### config.mk
export PLATFORM = sky130hd
export DESIGN_NAME = interrupt_entry_sequencer
export DESIGN_NICKNAME = d
export VERILOG_FILES = /design/src/rtl/interrupt_entry_sequencer.sv
export SDC_FILE = /design/constraint.sdc
export NUM_CORES = 1
export LEC_CHECK = 0
export ABC_AREA = 1
export ABC_CLOCK_PERIOD_IN_PS = 1800
export BUFFER_PORTS_ARGS = -buffer_cell sky130_fd_sc_hd__buf_4
export CORE_ASPECT_RATIO = 1.4
export CORE_MARGIN = 2
export CORE_UTILIZATION = 35
export DETAILED_ROUTE_END_ITERATION = 10
export PLACE_DENSITY_LB_ADDON = 0.12
export SLEW_MARGIN = 20
export SYNTH_ARGS = -nofsm -noshare
export SYNTH_HDL_FRONTEND = slang
export SYNTH_SLANG_ARGS = --single-unit
### constraint.sdc
create_clock -name clock -period 1.8 [get_ports clock]
set_input_delay 0.27 -clock clock [delete_from_list [all_inputs] [get_ports clock]]
set_output_delay 0.27 -clock clock [all_outputs]
set_load 0.01 [all_outputs]
### src/rtl/interrupt_entry_sequencer.sv
// ARM-style exception-entry sequencer: waits for an instruction boundary, then flushes,
// saves CPSR to SPSR, writes the banked LR, updates CPSR and loads the vector PC.
module interrupt_entry_sequencer #(
    parameter int unsigned              ADDR_WIDTH = 32,
    parameter logic [ADDR_WIDTH-1:0]    FIQ_VECTOR = 'h0000001C,
    parameter logic [ADDR_WIDTH-1:0]    IRQ_VECTOR = 'h00000018,
    parameter int unsigned              LR_OFFSET  = 4
) (
    input  logic                  clock,
    input  logic                  reset,
    input  logic                  TrueFiq,
    input  logic                  TrueIrq,
    input  logic                  InstrBoundary,
    input  logic [ADDR_WIDTH-1:0] CurrentPC,
    input  logic [31:0]           CPSRIn,
    input  logic                  RegWriteReady,
    output logic                  FlushPipeline,
    output logic                  SPSRWrite,
    output logic [31:0]           SPSRData,
    output logic                  LRWrite,
    output logic [ADDR_WIDTH-1:0] LRData,
    output logic                  CPSRWrite,
    output logic [31:0]           CPSRData,
    output logic                  PCLoad,
    output logic [ADDR_WIDTH-1:0] PCData,
    output logic                  EntryBusy,
    output logic                  EntryIsFiq
);

    typedef enum logic [2:0] {
        StIdle,
        StFlush,
        StSaveSpsr,
        StWriteLr,
        StSetCpsr,
        StVector
    } state_e;

    state_e                state_q, state_d;
    logic                  is_fiq_q, is_fiq_d;
    logic [ADDR_WIDTH-1:0] pc_q, pc_d;
    logic [31:0]           cpsr_q, cpsr_d;
    logic [31:0]           cpsr_new;

    always_ff @(posedge clock) begin
        if (reset) begin
            state_q  <= StIdle;
            is_fiq_q <= 1'b0;
            pc_q     <= '0;
            cpsr_q   <= '0;
        end else begin
            state_q  <= state_d;
            is_fiq_q <= is_fiq_d;
            pc_q     <= pc_d;
            cpsr_q   <= cpsr_d;
        end
    end

    // New mode, Thumb cleared, IRQ masked; FIQ additionally masks FIQ.
    always_comb begin
        cpsr_new      = cpsr_q;
        cpsr_new[4:0] = is_fiq_q ? 5'b10001 : 5'b10010;
        cpsr_new[5]   = 1'b0;
        cpsr_new[7]   = 1'b1;
        if (is_fiq_q) begin
            cpsr_new[6] = 1'b1;
        end
    end

    always_comb begin
        state_d       = state_q;
        is_fiq_d      = is_fiq_q;
        pc_d          = pc_q;
        cpsr_d        = cpsr_q;
        FlushPipeline = 1'b0;
        SPSRWrite     = 1'b0;
        SPSRData      = '0;
        LRWrite       = 1'b0;
        LRData        = '0;
        CPSRWrite     = 1'b0;
        CPSRData      = '0;
        PCLoad        = 1'b0;
        PCData        = '0;

        unique case (state_q)
            StIdle: begin
                if (InstrBoundary && (TrueFiq || TrueIrq)) begin
                    state_d  = StFlush;
                    is_fiq_d = TrueFiq;
                    pc_d     = CurrentPC;
                    cpsr_d   = CPSRIn;
                end
            end
            StFlush: begin
                FlushPipeline = 1'b1;
                state_d       = StSaveSpsr;
            end
            StSaveSpsr: begin
                SPSRWrite = 1'b1;
                SPSRData  = cpsr_q;
                if (RegWriteReady) begin
                    state_d = StWriteLr;
                end
            end
            StWriteLr: begin
                LRWrite = 1'b1;
                LRData  = pc_q + ADDR_WIDTH'(LR_OFFSET);
                if (RegWriteReady) begin
                    state_d = StSetCpsr;
                end
            end
            StSetCpsr: begin
                CPSRWrite = 1'b1;
                CPSRData  = cpsr_new;
                state_d   = StVector;
            end
            StVector: begin
                PCLoad  = 1'b1;
                PCData  = is_fiq_q ? FIQ_VECTOR : IRQ_VECTOR;
                state_d = StIdle;
            end
            default: begin
                state_d = StIdle;
            end
        endcase
    end

    assign EntryBusy  = (state_q != StIdle);
    assign EntryIsFiq = EntryBusy & is_fiq_q;

endmodule

==> results of run 1 <==
-- logic make-up after synthesis --
family	Yosys count	share of synthesized area
AO/OA/AOI/OAI	140	0.1805
XOR/XNOR	3	0.006664
adder cells (fa/ha/maj)	1	0.003172
buffers and inverters	135	0.1780
flip-flops	68	0.3452
other	1	0.0009509
AND/OR/NAND/NOR	287	0.2855
-- metal layers --
metal	wire length, µm	track usage	vias up
met1	4843	0.2216	2024
li1	-	-	2275
met2	7202	0.3950	149
met3	841	0.04651	25
met4	306	0.08781	0
met5	0	0	-
-- layout make-up --
cell class / count / area (µm²)
Multi-Input combinational cell: 463 / 2374
Timing Repair inverter: 1 / 7.507
Clock buffer: 11 / 232.7
Tap cell: 141 / 176.4
Inverter: 70 / 274.0
Fill cell: 1121 / 4820
Timing Repair Buffer: 200 / 1562
Clock inverter: 4 / 51.30
Sequential cell: 68 / 1426
-- sequential cells by signal (all words and copies together), names as in the netlist --
register  count
pc_q         32
state_q       3
cpsr_q       32
is_fiq_q      1
-- worst max-delay path by stage --
stage,start,end,slack [ps],cells after the start
2_1_floorplan,pc_q[2]$_SDFFE_PP0P_,LRData[24],260,9
3_3_place_gp,pc_q[21]$_SDFFE_PP0P_,LRData[23],-40,9
3_5_place_dp,pc_q[21]$_SDFFE_PP0P_,LRData[23],-40,9
4_1_cts,pc_q[3]$_SDFFE_PP0P_,LRData[18],-150,8
5_1_grt,pc_q[3]$_SDFFE_PP0P_,LRData[16],-240,9
6_report,pc_q[3]$_SDFFE_PP0P_,LRData[16],-160,10
-- through the flow --
stage,TNS (ps),cells,power [mW]
6_report,-1841,958,5.206
5_1_grt,-3975,958,5.521
4_1_cts,-2048,953,5.214
3_5_place_dp,-38.04,931,3.346
3_3_place_gp,-38.72,931,3.315
2_1_floorplan,0,666,2.862
-- report_power, final --
group	total, mW	switching, mW	internal, mW
logic	1.47	0.870	0.603
clock network	1.72	0.653	1.06
registers	2.01	0.216	1.80
total	5.21	1.74	3.47
-- cells in the mapped netlist --
library cell  instances  area (µm²)
o211ai_1              1       7.510
clkbuf_2              1       5.000
nand3b_1              2       15.01
buf_6                 5       56.30
inv_1                67       251.5
clkbuf_1              9       33.78
o22ai_1               1       6.260
xnor2_1               3       26.28
buf_4                38       285.3
conb_1                1       3.750
inv_2                 3       11.26
ha_1                  1       12.51
dfxtp_1              68        1361
a21oi_1              60       300.3
nand2_2               1       6.260
nor2_2                4       25.02
nand2_4               1       11.26
nor2_1              168       630.6
buf_2                11       55.05
o21a_1                1       7.510
o21ai_0              75       375.4
a211oi_1              2       15.01
nand3_1              14       70.07
or2_2                 1       6.260
nand2_1              95       356.6
nor3_1                1       5.000
buf_1                 1       3.750
-- placed cells by master (no fill, tap or decap), drive strengths merged --
master,count
nor2,172
ha,1
or2,1
a211oi,2
o21a,1
clkbuf,11
inv,69
clkinvlp,3
o22ai,1
nand2,97
nand3,14
nor3,1
clkinv,2
conb,32
xnor2,3
o21ai,75
dfxtp,68
buf,200
a21oi,60
bufinv,1
nand3b,2
o211ai,1
-- repair_timing --
action,CTS,global route
hold endpoints to repair,0,0
resized for setup,122,43
buffers inserted,6,5
endpoints found under the setup margin,29,33
cloned,1,0
pin swaps,30,17
-- critical path, stage by stage (launching register included) --
cell and delay [ps]:
dfxtp_4 370, ha_4 150, nand2_4 60, nor2_4 130, buf_4 150, nand3_4 110, nor2_2 110, nand2_1 50
nand2_1 50, nor2_1 40, buf_4 130
==> run summary, run 1 <==
The worst setup path is captured at an output port. The area of the die is 12,150 µm². In this run the cell area measured after placement is 5254 µm².

Along the worst path, the maximum fanout reaches 4. For the worst setup path, the data required time is 1530 ps. The critical path in this run is classified as reg -> out.

The final reports fail on setup timing. The floorplan die width was 93.72 µm. The cell at the root of the clock tree is clkbuf_16.

After global routing the overflow that remains totals 0. The area of the placeable core is 10,920 µm², and the count of nets left with antenna violations after detail routing is 0. The run gives 0.4412 mV as the worst-case vdd ir drop. Setup repair after global routing could not meet its margin everywhere. The via count of the first global-routing pass came out at 4,232. The starting density of the core is 0.3611, and the hold violation total from the final report is 0. The category of the worst setup path launch point is a flip-flop. The path with the worst hold slack has its endpoint at state_q[2]$_SDFFE_PP0P_.

The run gives 2.664 nW as the cell leakage power. OpenSTA, run right after detailed placement, puts the worst setup slack at -38.04 ps. The final cell utilization of the core was 0.5588; the aggregate routed wire length was 13,190 µm.

Data arrives at the worst endpoint at 1690 ps. TritonCTS built the clock tree. The run gives -164.5 ps as the final critical-path setup slack. Using the TritonRoute via totals, the vias-per-cell ratio works out to 4.669.

The number of vias after detailed routing is 4,473, and the gate count of the mapped netlist is 635. 0 antenna diodes ended up in the layout. The tools report the capture instance of the worst register-to-register path as pc_q[18]$_SDFFE_PP0P_. Averaged over all synthesized cells, the footprint is 6.211 µm².

The worst hold path begins at reset. During synthesis, Yosys emitted a total of 0 warnings. The post-detailed-placement half-perimeter wirelength is 9940 µm. The run gives 23 as the number of setup violations in the final report. The tightest min-delay check is of the in -> reg type.

The layout overhead on the synthesized area was 54.76%; the total non-filler cell area in the finished layout was 6103 µm². The logs give 0.3452 for the sequential element share of the synthesized area and 0 for the number of antenna violations at the first check in global routing. For the finished layout, the period the worst path requires is 1964 ps. In this run the register-to-register setup slack is 320 ps. The number of cell instances on the worst register-to-register path was 7; the maximum clock frequency was 509.0 MHz.

The logs give 0 for the total of hold buffers inserted after clock tree synthesis and 3 for the H-tree depth reported by CTS. The clock-pin transition on the worst setup and hold timing paths is 60 ps. For the worst-skew pair, the clock arrives at the later sink with an insertion delay of 340 ps.

The tools report the count of unresolved DRC violations after routing as 0. The final critical-path share of the clock period is 1.091, and the number of sinks driven by the clock tree is 68. Routability-driven placement finished with a final weighted congestion of 0.9811.

The setup clock skew after layout was 5.451 ps. In this run, the number of DRC markers left after iteration 0 of detailed routing was 128. The flow ran to the end, but the final reports show violations.

In this run the power density over the cells is 852.9 nW/µm². During placement, the flow inserted port buffers numbering 172. The number of max-slew violations in the final report is 0, and the maximum buffer depth of the clock tree is 2.

Start of the worst register-to-register path: state_q[1]$_SDFFE_PP0P_. The total clock buffers created by CTS was 9; the floorplan die height was 129.6 µm. The post-layout net count came out at 884. In this run the count of I/O pins placed on the die edge is 205.

Across all hold checks on the routed design, the worst slack comes to 121.5 ps. Share of layout cells above drive strength 1: 0.4015. The logs give 27 for the number of distinct library cells after synthesis and 19,930 µm for the first-pass GRT wire length. The detail-routed net length per standard cell works out to 13.77 µm.

The worst hold path passes through 2 cells. The post-synthesis register bit count works out to 68. The total global routing track utilization was 0.2097; the row count was 45. For the length of the first detailed-routing pass in iterations, the log shows 4.

The tool flagged a number of max-cap violations equal to 0. Summing every instance area after synthesis gives 3944 µm². The maximum number of pins on one net before global-route repair was 61.
Power figures use the tool's default switching activity.
==> run 2: changes to the inputs <==
--- a/config.mk
+++ b/config.mk
@@ -8,9 +8,11 @@
 export ABC_AREA = 1
 export ABC_CLOCK_PERIOD_IN_PS = 1800
 export BUFFER_PORTS_ARGS = -buffer_cell sky130_fd_sc_hd__buf_4
+export CELL_PAD_IN_SITES_DETAIL_PLACEMENT = 1
+export CELL_PAD_IN_SITES_GLOBAL_PLACEMENT = 2
 export CORE_ASPECT_RATIO = 1.4
 export CORE_MARGIN = 2
-export CORE_UTILIZATION = 35
+export CORE_UTILIZATION = 22
 export DETAILED_ROUTE_END_ITERATION = 10
 export PLACE_DENSITY_LB_ADDON = 0.12
 export SLEW_MARGIN = 20
==> run 2 against run 1 <==
Net effect:
- the run still ends with setup timing left
- via count increased by 5.4%
- first-iteration DRC count down 34%
- sequential share of layout area fell by 2.0 points
- count of clock-buffer cells in the layout down 1
- critical endpoint is now LRData[12]
==> run summary, run 2 (synthesized netlist as in run 1, its figures left out) <==
The length of the first detailed-routing pass in iterations was 4 (unchanged); the required arrival time at the worst endpoint was 1530 ps (about the same). The number of vias after detailed routing came out at 4,715 (+5.4%). For the global placer's final weighted congestion, the log shows 0.8931 (-9.0%). The logs give 17,470 µm² (+60%) for the area of the placeable core and 5.676 mW (+9.0%) for the overall power of the completed layout.

The power density over cell area works out to 839.5 nW/µm² (-1.6%). The first-pass GRT wire length was 24,520 µm (+23%). Relative to the synthesized area, the layout overhead comes to 71.45%.

The number of DRC violations after detailed-routing iteration 0 came out at 84 (-34%). For the total clock buffers created by CTS, the log shows 9 (unchanged). The largest driver fanout on the critical path is 4 (unchanged). The count of nets left with antenna violations after detail routing came out at 0 (unchanged). The port buffer count works out to 172 (unchanged). The highest layer touched by signal routing is met4. Number of antenna violations at the first check in global routing: 0 (unchanged). For the data arrival time at the worst-slack endpoint, the log shows 1700 ps (about the same). The floorplan die width came out at 117.2 µm (+25%). The leading cell type in the layout, fill and taps excluded is buf_4.

The run gives 7.423 ps (+1.972 ps) as the setup clock skew after layout. The global-route congestion overflow total was 0 (unchanged). The tools report the category of the worst setup path launch point as a flip-flop.

The run gives 0 (unchanged) as the total of hold buffers inserted after clock tree synthesis. For the area of the die, the log shows 19,030 µm² (+57%). Share of layout cells above drive strength 1: 0.4703 (+0.06884). The final critical-path share of the clock period was 1.096 (+0.004391); the number of sinks driven by the clock tree was 68 (unchanged). The worst setup path is captured at an output port.

Met3 wirelength from detailed routing: 1049 µm (+25%). The min-delay analysis places its worst path in the category in -> reg. The logs give 0.3411 mV (-23%) for the worst-case vdd ir drop and 0 (unchanged) for the total inserted antenna cells. The largest registers in the layout are cpsr_q x32, pc_q x32, state_q x3. The maximum clock frequency is 507.0 MHz (-0.40%), and the cell leakage power is 2.910 nW (+9.2%). The number of setup violations in the final report is 24 (+4.3%), and the shortest period the worst path allows is 1972 ps (+7.904 ps).

The run gives 0.2257 (-0.1353) as the starting density of the core. The checks that failed: setup timing. The max-cap check violation count came out at 0 (unchanged).

Cell at the root of the clock tree: clkbuf_16. The logs give 3 (unchanged) for the H-tree depth reported by CTS and 0 (unchanged) for the count of unresolved DRC violations after routing. The maximum number of pins on one net before global-route repair was 71 (+16%).

The maximum buffer depth of the clock tree is 2 (unchanged), and the average vias per placed instance is 4.374 (-6.3%). The hold violation total from the final report is 0 (unchanged). The run finished, with violations left.

The logs give 0 (unchanged) for the number of max-slew violations in the final report and 205 (unchanged) for the I/O pin count. The setup path with the least slack is of type reg -> out. The tools report the via count of the first global-routing pass as 4,990 (+18%). TritonCTS built the clock tree. Post-layout net count: 908 (+2.7%). The met2 layer wire length in the routed design was 9151 µm (+27%); the post-detailed-placement half-perimeter wirelength was 12,190 µm (+23%).

The run gives 16,820 µm (+27%) as the aggregate routed wire length. The number of filler cells placed in the layout was 2,194 (+96%); the floorplan die height was 162.4 µm (+25%). The tools report the clock latency of the later-clocked register in the worst-skew pair as 340 ps (about the same).

The pre-CTS worst setup slack was -72.12 ps (-34.09 ps). Leaving out fill and tap cells, the most frequent cells in the layout are buf_4, nor2_1, o21ai_0. Setup repair after global routing could not meet its margin everywhere. The run gives 57 (+27%) as the row count. The final critical-path setup slack is -172.4 ps (-7.904 ps), and the wire length on met1 is 6020 µm (+24%). The detail-routed net length per standard cell was 15.60 µm (+13%); the total global routing track utilization was 0.1669 (-0.04281). The clock-pin transition on the worst setup and hold timing paths came out at 60 ps (about the same).
==> run 2: cell types whose count changed in the layout (fill, tap and decap cells not counted), moves of 6 or more <==
cell     delta
nor2_2     +22
nor2_4      +8
nor2_1     -30
buf_6      +12
dfxtp_2     -6
buf_4       +6
nand2_4     +6
dfxtp_4     +7
==> run 2: timing repair <==
item | CTS | global route
hold endpoints to repair | 0 | 0
resized for setup | 158 | 91
gates cloned | 1 | 4
setup endpoints to repair | 54 | 87
pin swaps | 34 | 24
buffers inserted | 16 | 10
==> run 2: per-layer routing <==
layer | GRT usage | up-vias
met1 | 0.1669 | 2206
met4 | 0.07647 | 0
li1 | - | 2328
met2 | 0.3077 | 149
met5 | 0 | -
met3 | 0.05173 | 32
==> run 2: power by group <==
group	internal, mW	leakage (nW)	switching (mW)
Clock	1.07	0.142	0.720
Combinational	0.767	2.19	1.07
Sequential	1.80	0.577	0.238
==> run 2: layout make-up <==
class,count,area (µm²),area share
Multi-Input combinational cell,463,2567,0.3797
Timing Repair Buffer,224,1872,0.2768
Sequential cell,68,1445,0.2137
Tap cell,236,295.3,0.04367
Inverter,70,280.3,0.04145
Clock buffer,10,229.0,0.03386
Clock inverter,6,65.06,0.009623
Timing Repair inverter,1,7.507,0.001110
==> run 2: through the flow <==
stage | instances | hold WS (ps) | utilization | area [µm²] | TNS (ps)
after floorplan | 666 | 348.5 | - | 4060 | 0
after CTS | 1064 | 97.15 | 0.3599 | 6289 | -2758
after global routing | 1078 | 94.29 | 0.3870 | 6761 | -5912
after detailed placement | 1031 | 449.4 | 0.3103 | 5423 | -103.0
final | 1078 | 106.4 | 0.3870 | 6761 | -2781
after global placement | 1031 | 441.7 | 0.3103 | 5423 | -25.06
==> run 2: path summary, 6_finish.rpt <==
path / start / to / slack, ps / cells after the start
worst max-delay path: pc_q[2]$_SDFFE_PP0P_ / LRData[12] / -170 / 8
worst min-delay path: reset / state_q[2]$_SDFFE_PP0P_ / 110 / 2
worst max register to register: state_q[2]$_SDFFE_PP0P_ / pc_q[18]$_SDFFE_PP0P_ / 90 / 9
worst min register to register: pc_q[1]$_SDFFE_PP0P_ / pc_q[1]$_SDFFE_PP0P_ / 450 / 2
==> run 2: critical path, cell delays in order, from the launching register on <==
cell	delay (ps)
dfxtp_2	360
ha_4	160
nand2_4	50
nor2_4	200
nand3b_1	150
buf_4	180
nor2_4	60
nor2_1	50
buf_4	150
